===== config.mk =====
export PLATFORM = sky130hd
export DESIGN_NAME = conv3x3_mac_relu_flat
export DESIGN_NICKNAME = d
export VERILOG_FILES = /design/src/rtl/cnn_pkg.sv /design/src/rtl/conv3x3_mac_relu_if.sv /design/src/rtl/requant_relu_sat.sv /design/src/rtl/conv3x3_mac_relu.sv /design/src/flat_wrapper.sv
export SDC_FILE = /design/constraint.sdc
export NUM_CORES = 2
export LEC_CHECK = 0
export BUFFER_PORTS_ARGS = -buffer_cell sky130_fd_sc_hd__buf_2
export CORE_UTILIZATION = 47
export CTS_BUF_LIST = sky130_fd_sc_hd__clkbuf_8 sky130_fd_sc_hd__clkbuf_16
export DETAILED_ROUTE_END_ITERATION = 16
export PLACE_DENSITY = 0.62
export SKIP_LAST_GASP = 1
export SLEW_MARGIN = 25
export SYNTH_ARGS = -nofsm -noshare
export SYNTH_HDL_FRONTEND = slang
export SYNTH_HIERARCHICAL = 1
export SYNTH_SLANG_ARGS = --single-unit

===== constraint.sdc =====
create_clock -name clk -period 6.2 [get_ports clk]
set_clock_uncertainty 0.2 [all_clocks]
set_input_delay 0.62 -clock clk [delete_from_list [all_inputs] [get_ports clk]]
set_output_delay 0.62 -clock clk [all_outputs]
set_load 0.005 [all_outputs]

===== src/rtl/cnn_pkg.sv =====
// rtl/cnn_pkg.sv - shared widths, limits and the int8 saturation helper for the CNN datapath
package cnn_pkg;

  localparam int DATA_W       = 8;
  localparam int BIAS_W       = 16;
  localparam int ACC_W        = 20;
  localparam int PROD_W       = 2 * DATA_W;
  localparam int ROW_W        = PROD_W + 2;
  localparam int NTAPS        = 9;
  localparam int CONV_LATENCY = 4;
  localparam int INT8_MAX     = 127;
  localparam int INT8_MIN     = -128;

  function automatic logic signed [DATA_W-1:0] sat_int8(input logic signed [ACC_W:0] v);
    if (v > INT8_MAX)
      return DATA_W'(INT8_MAX);
    else if (v < INT8_MIN)
      return DATA_W'(INT8_MIN);
    else
      return v[DATA_W-1:0];
  endfunction

endpackage


===== src/rtl/conv3x3_mac_relu_if.sv =====
// rtl/conv3x3_mac_relu_if.sv - weight-load, window and result signals of the 3x3 convolution stage
interface conv3x3_mac_relu_if;
  import cnn_pkg::*;

  logic                     w_load;
  logic signed [DATA_W-1:0] w_data;
  logic signed [BIAS_W-1:0] bias_in;
  logic [3:0]               shift;
  logic                     relu_en;
  logic                     weights_ready;
  logic                     valid_in;
  logic signed [DATA_W-1:0] win0, win1, win2, win3, win4, win5, win6, win7, win8;
  logic                     valid_out;
  logic signed [DATA_W-1:0] data_out;

  modport master (
    output w_load, w_data, bias_in, shift, relu_en, valid_in,
    output win0, win1, win2, win3, win4, win5, win6, win7, win8,
    input  weights_ready, valid_out, data_out
  );

  modport slave (
    input  w_load, w_data, bias_in, shift, relu_en, valid_in,
    input  win0, win1, win2, win3, win4, win5, win6, win7, win8,
    output weights_ready, valid_out, data_out
  );

endinterface


===== src/rtl/requant_relu_sat.sv =====
// rtl/requant_relu_sat.sv - round-half-up right shift, optional ReLU and int8 saturation, registered
module requant_relu_sat
  import cnn_pkg::*;
(
  input  logic                     clk,
  input  logic                     rst_n,
  input  logic                     valid_in,
  input  logic signed [ACC_W-1:0]  acc,
  input  logic [3:0]               shift,
  input  logic                     relu_en,
  output logic                     valid_out,
  output logic signed [DATA_W-1:0] data_out
);

  logic [ACC_W:0]           pow2;
  logic signed [ACC_W:0]    wide;
  logic signed [ACC_W:0]    shifted;
  logic signed [ACC_W:0]    relu_val;
  logic signed [DATA_W-1:0] sat_val;

  // One extra bit of headroom so adding the rounding constant can never wrap.
  always_comb begin
    pow2 = {{ACC_W{1'b0}}, 1'b1} << shift;
    wide = {acc[ACC_W-1], acc};
    if (shift != 4'd0)
      wide = wide + $signed(pow2 >> 1);
    shifted  = wide >>> shift;
    relu_val = (relu_en && shifted < 0) ? '0 : shifted;
    sat_val  = sat_int8(relu_val);
  end

  always_ff @(posedge clk or negedge rst_n) begin
    if (!rst_n) begin
      valid_out <= 1'b0;
      data_out  <= '0;
    end else begin
      valid_out <= valid_in;
      if (valid_in)
        data_out <= sat_val;
    end
  end

endmodule


===== src/rtl/conv3x3_mac_relu.sv =====
// rtl/conv3x3_mac_relu.sv - 3x3 signed convolution: serial weight load, 4-stage MAC pipeline, requantise
module conv3x3_mac_relu
  import cnn_pkg::*;
(
  input  logic              clk,
  input  logic              rst_n,
  conv3x3_mac_relu_if.slave bus
);

  logic signed [DATA_W-1:0] weight [NTAPS];
  logic signed [BIAS_W-1:0] bias;
  logic [3:0]               w_idx;
  logic                     weights_ready;
  logic signed [DATA_W-1:0] win [NTAPS];
  logic                     accept;

  assign win[0] = bus.win0;
  assign win[1] = bus.win1;
  assign win[2] = bus.win2;
  assign win[3] = bus.win3;
  assign win[4] = bus.win4;
  assign win[5] = bus.win5;
  assign win[6] = bus.win6;
  assign win[7] = bus.win7;
  assign win[8] = bus.win8;

  assign bus.weights_ready = weights_ready;
  assign accept            = bus.valid_in && weights_ready;

  // A beat at index 0 with a full set loaded begins a reload and withdraws ready.
  always_ff @(posedge clk or negedge rst_n) begin
    if (!rst_n) begin
      for (int i = 0; i < NTAPS; i++) weight[i] <= '0;
      bias          <= '0;
      w_idx         <= '0;
      weights_ready <= 1'b0;
    end else if (bus.w_load) begin
      weight[w_idx] <= bus.w_data;
      if (w_idx == 4'(NTAPS - 1)) begin
        bias          <= bus.bias_in;
        w_idx         <= '0;
        weights_ready <= 1'b1;
      end else begin
        w_idx <= w_idx + 4'd1;
        if (w_idx == 4'd0)
          weights_ready <= 1'b0;
      end
    end
  end

  logic                     s1_valid, s2_valid, s3_valid;
  logic signed [PROD_W-1:0] s1_prod [NTAPS];
  logic signed [ROW_W-1:0]  s2_row  [3];
  logic signed [ACC_W-1:0]  s3_acc;
  logic signed [BIAS_W-1:0] s1_bias, s2_bias;
  logic [3:0]               s1_shift, s2_shift, s3_shift;
  logic                     s1_relu, s2_relu, s3_relu;

  // Bias and requant controls ride with each window so a later reload cannot touch it.
  always_ff @(posedge clk or negedge rst_n) begin
    if (!rst_n) begin
      s1_valid <= 1'b0;
      s2_valid <= 1'b0;
      s3_valid <= 1'b0;
      for (int i = 0; i < NTAPS; i++) s1_prod[i] <= '0;
      for (int r = 0; r < 3; r++) s2_row[r] <= '0;
      s3_acc   <= '0;
      s1_bias  <= '0;
      s2_bias  <= '0;
      s1_shift <= '0;
      s2_shift <= '0;
      s3_shift <= '0;
      s1_relu  <= 1'b0;
      s2_relu  <= 1'b0;
      s3_relu  <= 1'b0;
    end else begin
      s1_valid <= accept;
      s2_valid <= s1_valid;
      s3_valid <= s2_valid;
      if (accept) begin
        for (int i = 0; i < NTAPS; i++)
          s1_prod[i] <= PROD_W'(win[i]) * PROD_W'(weight[i]);
        s1_bias  <= bias;
        s1_shift <= bus.shift;
        s1_relu  <= bus.relu_en;
      end
      if (s1_valid) begin
        for (int r = 0; r < 3; r++)
          s2_row[r] <= ROW_W'(s1_prod[3*r]) + ROW_W'(s1_prod[3*r+1]) + ROW_W'(s1_prod[3*r+2]);
        s2_bias  <= s1_bias;
        s2_shift <= s1_shift;
        s2_relu  <= s1_relu;
      end
      if (s2_valid) begin
        s3_acc   <= ACC_W'(s2_row[0]) + ACC_W'(s2_row[1]) + ACC_W'(s2_row[2]) + ACC_W'(s2_bias);
        s3_shift <= s2_shift;
        s3_relu  <= s2_relu;
      end
    end
  end

  requant_relu_sat u_requant (
    .clk       (clk),
    .rst_n     (rst_n),
    .valid_in  (s3_valid),
    .acc       (s3_acc),
    .shift     (s3_shift),
    .relu_en   (s3_relu),
    .valid_out (bus.valid_out),
    .data_out  (bus.data_out)
  );

endmodule


===== src/flat_wrapper.sv =====
// flat-port wrapper written by rule: the top's interface ports become plain ports
module conv3x3_mac_relu_flat import cnn_pkg::*;
  (clk, rst_n, bus_w_load, bus_w_data, bus_bias_in, bus_shift, bus_relu_en, bus_valid_in, bus_win0, bus_win1, bus_win2, bus_win3, bus_win4, bus_win5, bus_win6, bus_win7, bus_win8, bus_weights_ready, bus_valid_out, bus_data_out);
  conv3x3_mac_relu_if bus_i ();
  input  logic clk;
  input  logic rst_n;
  input wire logic [$bits(bus_i.w_load)-1:0] bus_w_load;
  input wire logic [$bits(bus_i.w_data)-1:0] bus_w_data;
  input wire logic [$bits(bus_i.bias_in)-1:0] bus_bias_in;
  input wire logic [$bits(bus_i.shift)-1:0] bus_shift;
  input wire logic [$bits(bus_i.relu_en)-1:0] bus_relu_en;
  input wire logic [$bits(bus_i.valid_in)-1:0] bus_valid_in;
  input wire logic [$bits(bus_i.win0)-1:0] bus_win0;
  input wire logic [$bits(bus_i.win1)-1:0] bus_win1;
  input wire logic [$bits(bus_i.win2)-1:0] bus_win2;
  input wire logic [$bits(bus_i.win3)-1:0] bus_win3;
  input wire logic [$bits(bus_i.win4)-1:0] bus_win4;
  input wire logic [$bits(bus_i.win5)-1:0] bus_win5;
  input wire logic [$bits(bus_i.win6)-1:0] bus_win6;
  input wire logic [$bits(bus_i.win7)-1:0] bus_win7;
  input wire logic [$bits(bus_i.win8)-1:0] bus_win8;
  output wire logic [$bits(bus_i.weights_ready)-1:0] bus_weights_ready;
  output wire logic [$bits(bus_i.valid_out)-1:0] bus_valid_out;
  output wire logic [$bits(bus_i.data_out)-1:0] bus_data_out;
  assign bus_i.w_load = bus_w_load;
  assign bus_i.w_data = bus_w_data;
  assign bus_i.bias_in = bus_bias_in;
  assign bus_i.shift = bus_shift;
  assign bus_i.relu_en = bus_relu_en;
  assign bus_i.valid_in = bus_valid_in;
  assign bus_i.win0 = bus_win0;
  assign bus_i.win1 = bus_win1;
  assign bus_i.win2 = bus_win2;
  assign bus_i.win3 = bus_win3;
  assign bus_i.win4 = bus_win4;
  assign bus_i.win5 = bus_win5;
  assign bus_i.win6 = bus_win6;
  assign bus_i.win7 = bus_win7;
  assign bus_i.win8 = bus_win8;
  assign bus_weights_ready = bus_i.weights_ready;
  assign bus_valid_out = bus_i.valid_out;
  assign bus_data_out = bus_i.data_out;
  conv3x3_mac_relu u_core (.clk(clk), .rst_n(rst_n), .bus(bus_i));
endmodule

# == Yosys cells after proc, flatten, opt, wreduce, memory -nomap -nowiden ==
# Cells that the tools add are included.
# totals
register_bits,370
out_inout_bits,10
elab_cells,85
# classes
addsub,11
mul,9
order_cmp,5
eq_ne,1
n_shift,2
n_mux,10
bitwise,1
reduce_logical,8
# op_table
cell,n
$mul 8x8->16,9
$bwmux 72,1
$add 17x16->18,3
$add 16x16->17,3
$mux 21,2
$demux 8 s4,1
$mux 8,3
$add 20x21->21,1
$gt 21x8->1 const B,1
$lt 21x1->1 const B,1
$lt 21x8->1 const B,1
$shl 1x4->21 const A,1
$sshr 21x4->21,1
$add 19x18->20,1
$add 20x16->20,1
$add 18x18->19,1
$ge 5x5->1 const B,1
$lt 5x1->1 const B,1
$not 4->5,1
$add 4x1->4 const B,1
$eq 4x4->1 const B,1
$logic_not 4->1,1
$mux 4,1
$reduce_and 2->1,2
4 further kinds,7

# == Longest topological paths before layout ==
# depth
ltp_word,10
ltp_mapped,23
ltp_nobuf,18

# == Hierarchy ==
# Netlist, hierarchy kept.
# modules_own_cells
mod,n_inst,cells_per_inst,area_per_inst_um2,seq_area_each_um2
conv3x3_mac_relu,1,3944,40229.8,9033.7
requant_relu_sat,1,511,3342.0,225.2

# == Worst setup path before layout ==
# Ideal clock, no wire load.
# synth_timing
path_kind,reg2reg
startpoint,reg u_core.s3_shift[0]
endpoint,reg u_core.u_requant.data_out[2]
setup_ns,0.073
arrival_ns,5.124
t_required_ns,5.927
setup_slack_ns,0.803
stages_incl_launch_ff,23
n_path_buf,5
cell_sequence,dfrtp_1 -> buf_2 -> buf_2 -> clkbuf_1 -> buf_1 -> clkbuf_1 -> nand2_1 -> nor2_1 -> ha_1 -> inv_1 -> fa_1 -> nand2b_1 -> a21o_1 -> a21oi_4 -> a21boi_1 -> or3_1 -> and2_1 -> a2111o_1 -> a21oi_1 -> nand4_1 -> o41ai_4 -> a21bo_1 -> a21oi_2
# synth_via
elab_chain_len,10
word_cells_on_any_way,12
cone_classes,add/sub (1); order compare (3); shift (2); mux (4); reduce/logical (2)
# synth_lines
item,line,rtl
"start, declared",conv3x3_mac_relu.sv:56,"logic [3:0] s1_shift, s2_shift, s3_shift;"
"start signal, assigned",conv3x3_mac_relu.sv:96,s3_shift <= s2_shift;
$shl 1x4->21,requant_relu_sat.sv:23,"pow2 = {{ACC_W{1'b0}}, 1'b1} << shift;"
$add 20x21->21,requant_relu_sat.sv:26,wide = wide + $signed(pow2 >> 1);
$mux 21,requant_relu_sat.sv:25,if (shift != 4'd0)
$sshr 21x4->21 (*),requant_relu_sat.sv:27,shifted = wide >>> shift;
$lt 21x1->1,requant_relu_sat.sv:28,relu_val = (relu_en && shifted < 0) ? '0 : shifted;
$logic_and 1x1->1,requant_relu_sat.sv:28,
$mux 21 (*),requant_relu_sat.sv:28,
$lt 21x8->1,cnn_pkg.sv:17,else if (v < INT8_MIN)
$mux 8,cnn_pkg.sv:17,
$mux 8 (*),cnn_pkg.sv:15,if (v > INT8_MAX)
"end signal, assigned",requant_relu_sat.sv:39,data_out <= sat_val;
"end, declared",requant_relu_sat.sv:12,output logic signed [DATA_W-1:0] data_out
# Every way passes the cells marked *; elsewhere a longest branch is shown, timed or not.
# A chain may end at the register's enable or synchronous reset.

# == Final worst setup path ==
# layout_timing
startpoint,reg u_core.s3_shift[2]
endpoint,reg u_core.u_requant.data_out[2]
# Same word-level chain as after synthesis.

==> results.cfg <==
[run]
drv_cap = 0

[clock_tree]
clock_latency_ns = 0.59
cts_made_buffers = 45
cts-root-buf = clkbuf_16
post_cts_buffers = 0
clk_pin_slew_ns = 0.06
ctsResizeCount = 0
h-tree-depth = 2
cts_sinks = 370
cts_tree = done
cts_buffer_depth = 3

[route]
dr.pass1.iters = 6
via_per_inst = 5.30
antenna_left = 0
drt_iter0_drc = 1714
wl_per_cell_um = 17.6
wl_mm = 103
drcViolationCount = 0
vias = 30900

[min_path]
hold_path_class = in2reg
hold_depth = 2

[critical_path]
crit_path_max_incr_delay_ns = 0.51
worst-path-stages = 16
critPathBufInv = 1
start_kind = flop
crit_chain = inv_1, nand2_1, nor2_1, ha_1, nand2_1, or3_1, o22ai_1, mux2i_1, or2_2, o22ai_1, a2111o_1, a21oi_1, nand4_1, o41ai_4, a21bo_1, a21oi_2
ff2ff_path_depth = 16
path_class = reg2reg
crit_path_end_kind = flop
cp_slowest_cell = dfrtp_1
cp.arrival_ns = 5.50
crit_family = compound AO/OA/AOI/OAI gates
worst-path-max-fanout = 13
crit_required_ns = 6.52

[die]
rows = 111
start_util = 0.475
die_w_um = 306
ioPinCount = 115
die_area_um2 = 93900
die_h_um = 306
core-area_um2 = 91800

[timing]
fmax_ghz = 0.193
rsz0062_at_grt = false
tns_ns = 0
period_needed_ns = 5.18
hold_violations = 0
relSlewSlack = 0.345
slew_violations = 0
tightest_slew_ns = 0.979
setup_violations = 0
final.period_utilization = 0.835

[yosys]
async_flop_share = 1.00
synth.ff_latch_count = 370
syn-cell-area_um2 = 43600
ys_types = 97
synth_edf_count = 0
yosysSeqAreaShare = 0.212
avgSynthCellArea_um2 = 9.78
syn_nets = 5491
syn_inst = 4455
yosys_warnings = 6
ys.flop_type = dfrtp_1

[placed_design]
post-dp-hpwl_mm = 81.9
placed_cells = 5746
gp_congestion = 0.993
io_buffers = 114

[layout]
final_cell_mix = inv_1 (816), fa_1 (584), and2_1 (390)
fin_cells = 5828
antenna_cells = 0
final_layout_size_suffix_gt1_frac = 0.106
nets = 5587
layout_commonest_cell = inv_1
area_delta_synth_final_pct = 8.12

[global_route]
grt_pass1_wl_mm = 171
antenna_found_initial = 5
grt_usage = 0.228
grt_pass1_vias = 31800
grt_max_degree = 201
gr-total-overflow = 0

[outcome]
status = finished, final reports clean
[area by class of cell]
type / instances / area (um2)
well taps: 1243 / 1560
clock buffers: 55 / 1290
fillers: 8445 / 44700
multi-input cells: 3182 / 30900
inverters: 812 / 3050
repair buffers: 140 / 803
clock inverters: 26 / 253
flip-flops and latches: 370 / 9260
[state kept, by name (all words and copies together) (netlist names)]
signal	count
u_core/bias	16
u_core/bus.weights_ready	1
u_core/s1_bias	16
u_core/s1_prod	144
u_core/s1_relu	1
u_core/s1_shift	4
u_core/s1_valid	1
u_core/s2_bias	16
u_core/s2_relu	1
u_core/s2_row	54
u_core/s2_shift	4
u_core/s2_valid	1
u_core/s3_acc	20
u_core/s3_relu	1
u_core/s3_shift	4
u_core/s3_valid	1
u_core/u_requant/data_out	8
u_core/u_requant/valid_out	1
u_core/w_idx	4
u_core/weight	72
[per-stage QoR]
stage               setup WS, ns  instance area, um2  hold WS [ns]  utilization
floorplan                  0.803               43600         0.124            -
global placement           0.998               45600         0.284        0.496
detailed placement         0.936               45600         0.289        0.496
CTS                         1.14               47100        0.0479        0.513
global route               0.592               47100        0.0522        0.513
finish                      1.02               47100        0.0812        0.513
[final timing paths]
check                                   startpoint                           end  slack (ns)
worst max-delay path            u_core/s3_shift[2]  u_core/u_requant/data_out[2]        1.02
worst min-delay path                bus_bias_in[3]                u_core/bias[3]        0.08
worst max register to register  u_core/s3_shift[2]  u_core/u_requant/data_out[2]        1.02
worst min register to register  u_core/s1_shift[2]            u_core/s2_shift[2]        0.30
max in group asynchronous                    rst_n            u_core/s1_bias[10]        3.86
min in group asynchronous                    rst_n              u_core/weight[2]        0.46
[cell families (layout without fill, tap and decap cells)]
logic type / Yosys count / count (layout) / synth area share
multiplexers: 236 / 236 / 0.0610
XOR/XNOR: 169 / 169 / 0.0341
buffers and inverters: 903 / 1033 / 0.0786
AO/OA/AOI/OAI: 674 / 674 / 0.105
AND/OR/NAND/NOR: 1172 / 1172 / 0.141
flip-flops: 370 / 370 / 0.212
adder cells (fa/ha/maj): 931 / 931 / 0.368
[layer usage]
layer	GRT usage	share of wire	vias up
met5	0	0	-
met4	0.0545	0.023	0
met3	0.0209	0.037	119
met2	0.374	0.47	590
met1	0.325	0.47	15600
li1	-	-	14600
[cells in the mapped netlist, drive strengths merged, types with 6 or more instances]
cell type | count | area share
xnor2 | 118 | 0.024
o311ai | 6 | 0.0012
o211ai | 26 | 0.0045
and3 | 21 | 0.0030
nor2 | 139 | 0.012
nor2b | 70 | 0.010
mux2i | 12 | 0.0028
o211a | 7 | 0.0016
mux2 | 223 | 0.058
nand4b | 12 | 0.0024
nor3 | 45 | 0.0053
o22ai | 7 | 0.0010
a21o | 49 | 0.0084
nand2b | 29 | 0.0042
nor3b | 13 | 0.0027
or3 | 19 | 0.0027
nand4 | 18 | 0.0027
a21boi | 20 | 0.0034
o21bai | 7 | 0.0012
nand2 | 349 | 0.030
a21oi | 122 | 0.015
a2111oi | 13 | 0.0045
o31ai | 51 | 0.0089
a31oi | 12 | 0.0017
dfrtp | 370 | 0.21
o21a | 54 | 0.0093
xor2 | 51 | 0.010
ha | 347 | 0.10
and2 | 390 | 0.056
or4 | 8 | 0.0014
o41ai | 9 | 0.0030
a211o | 6 | 0.0012
buf | 26 | 0.0030
a31o | 7 | 0.0014
o21ai | 201 | 0.023
nand3 | 39 | 0.0045
fa | 584 | 0.27
inv | 809 | 0.070
clkbuf | 65 | 0.0056
o2111ai | 6 | 0.0012
nor4 | 9 | 0.0014
a211oi | 23 | 0.0041
[worst reg2reg max path, cell delays in order (launching register included)]
cell	delay, ns
dfrtp_1	0.51
inv_1	0.29
nand2_1	0.21
nor2_1	0.07
ha_1	0.50
nand2_1	0.26
or3_1	0.43
o22ai_1	0.30
mux2i_1	0.39
or2_2	0.23
o22ai_1	0.11
a2111o_1	0.43
a21oi_1	0.14
nand4_1	0.16
o41ai_4	0.49
a21bo_1	0.27
a21oi_2	0.12
[timing repair]
item / in CTS / in global routing
hold buffers: 1 / 0
endpoints found under the setup margin: 0 / 0
hold endpoints to repair: 87 / 0
Power is left out: the tool's default activity adds up to more than one toggle a clock period on the data nets, which glitch-free logic cannot reach.
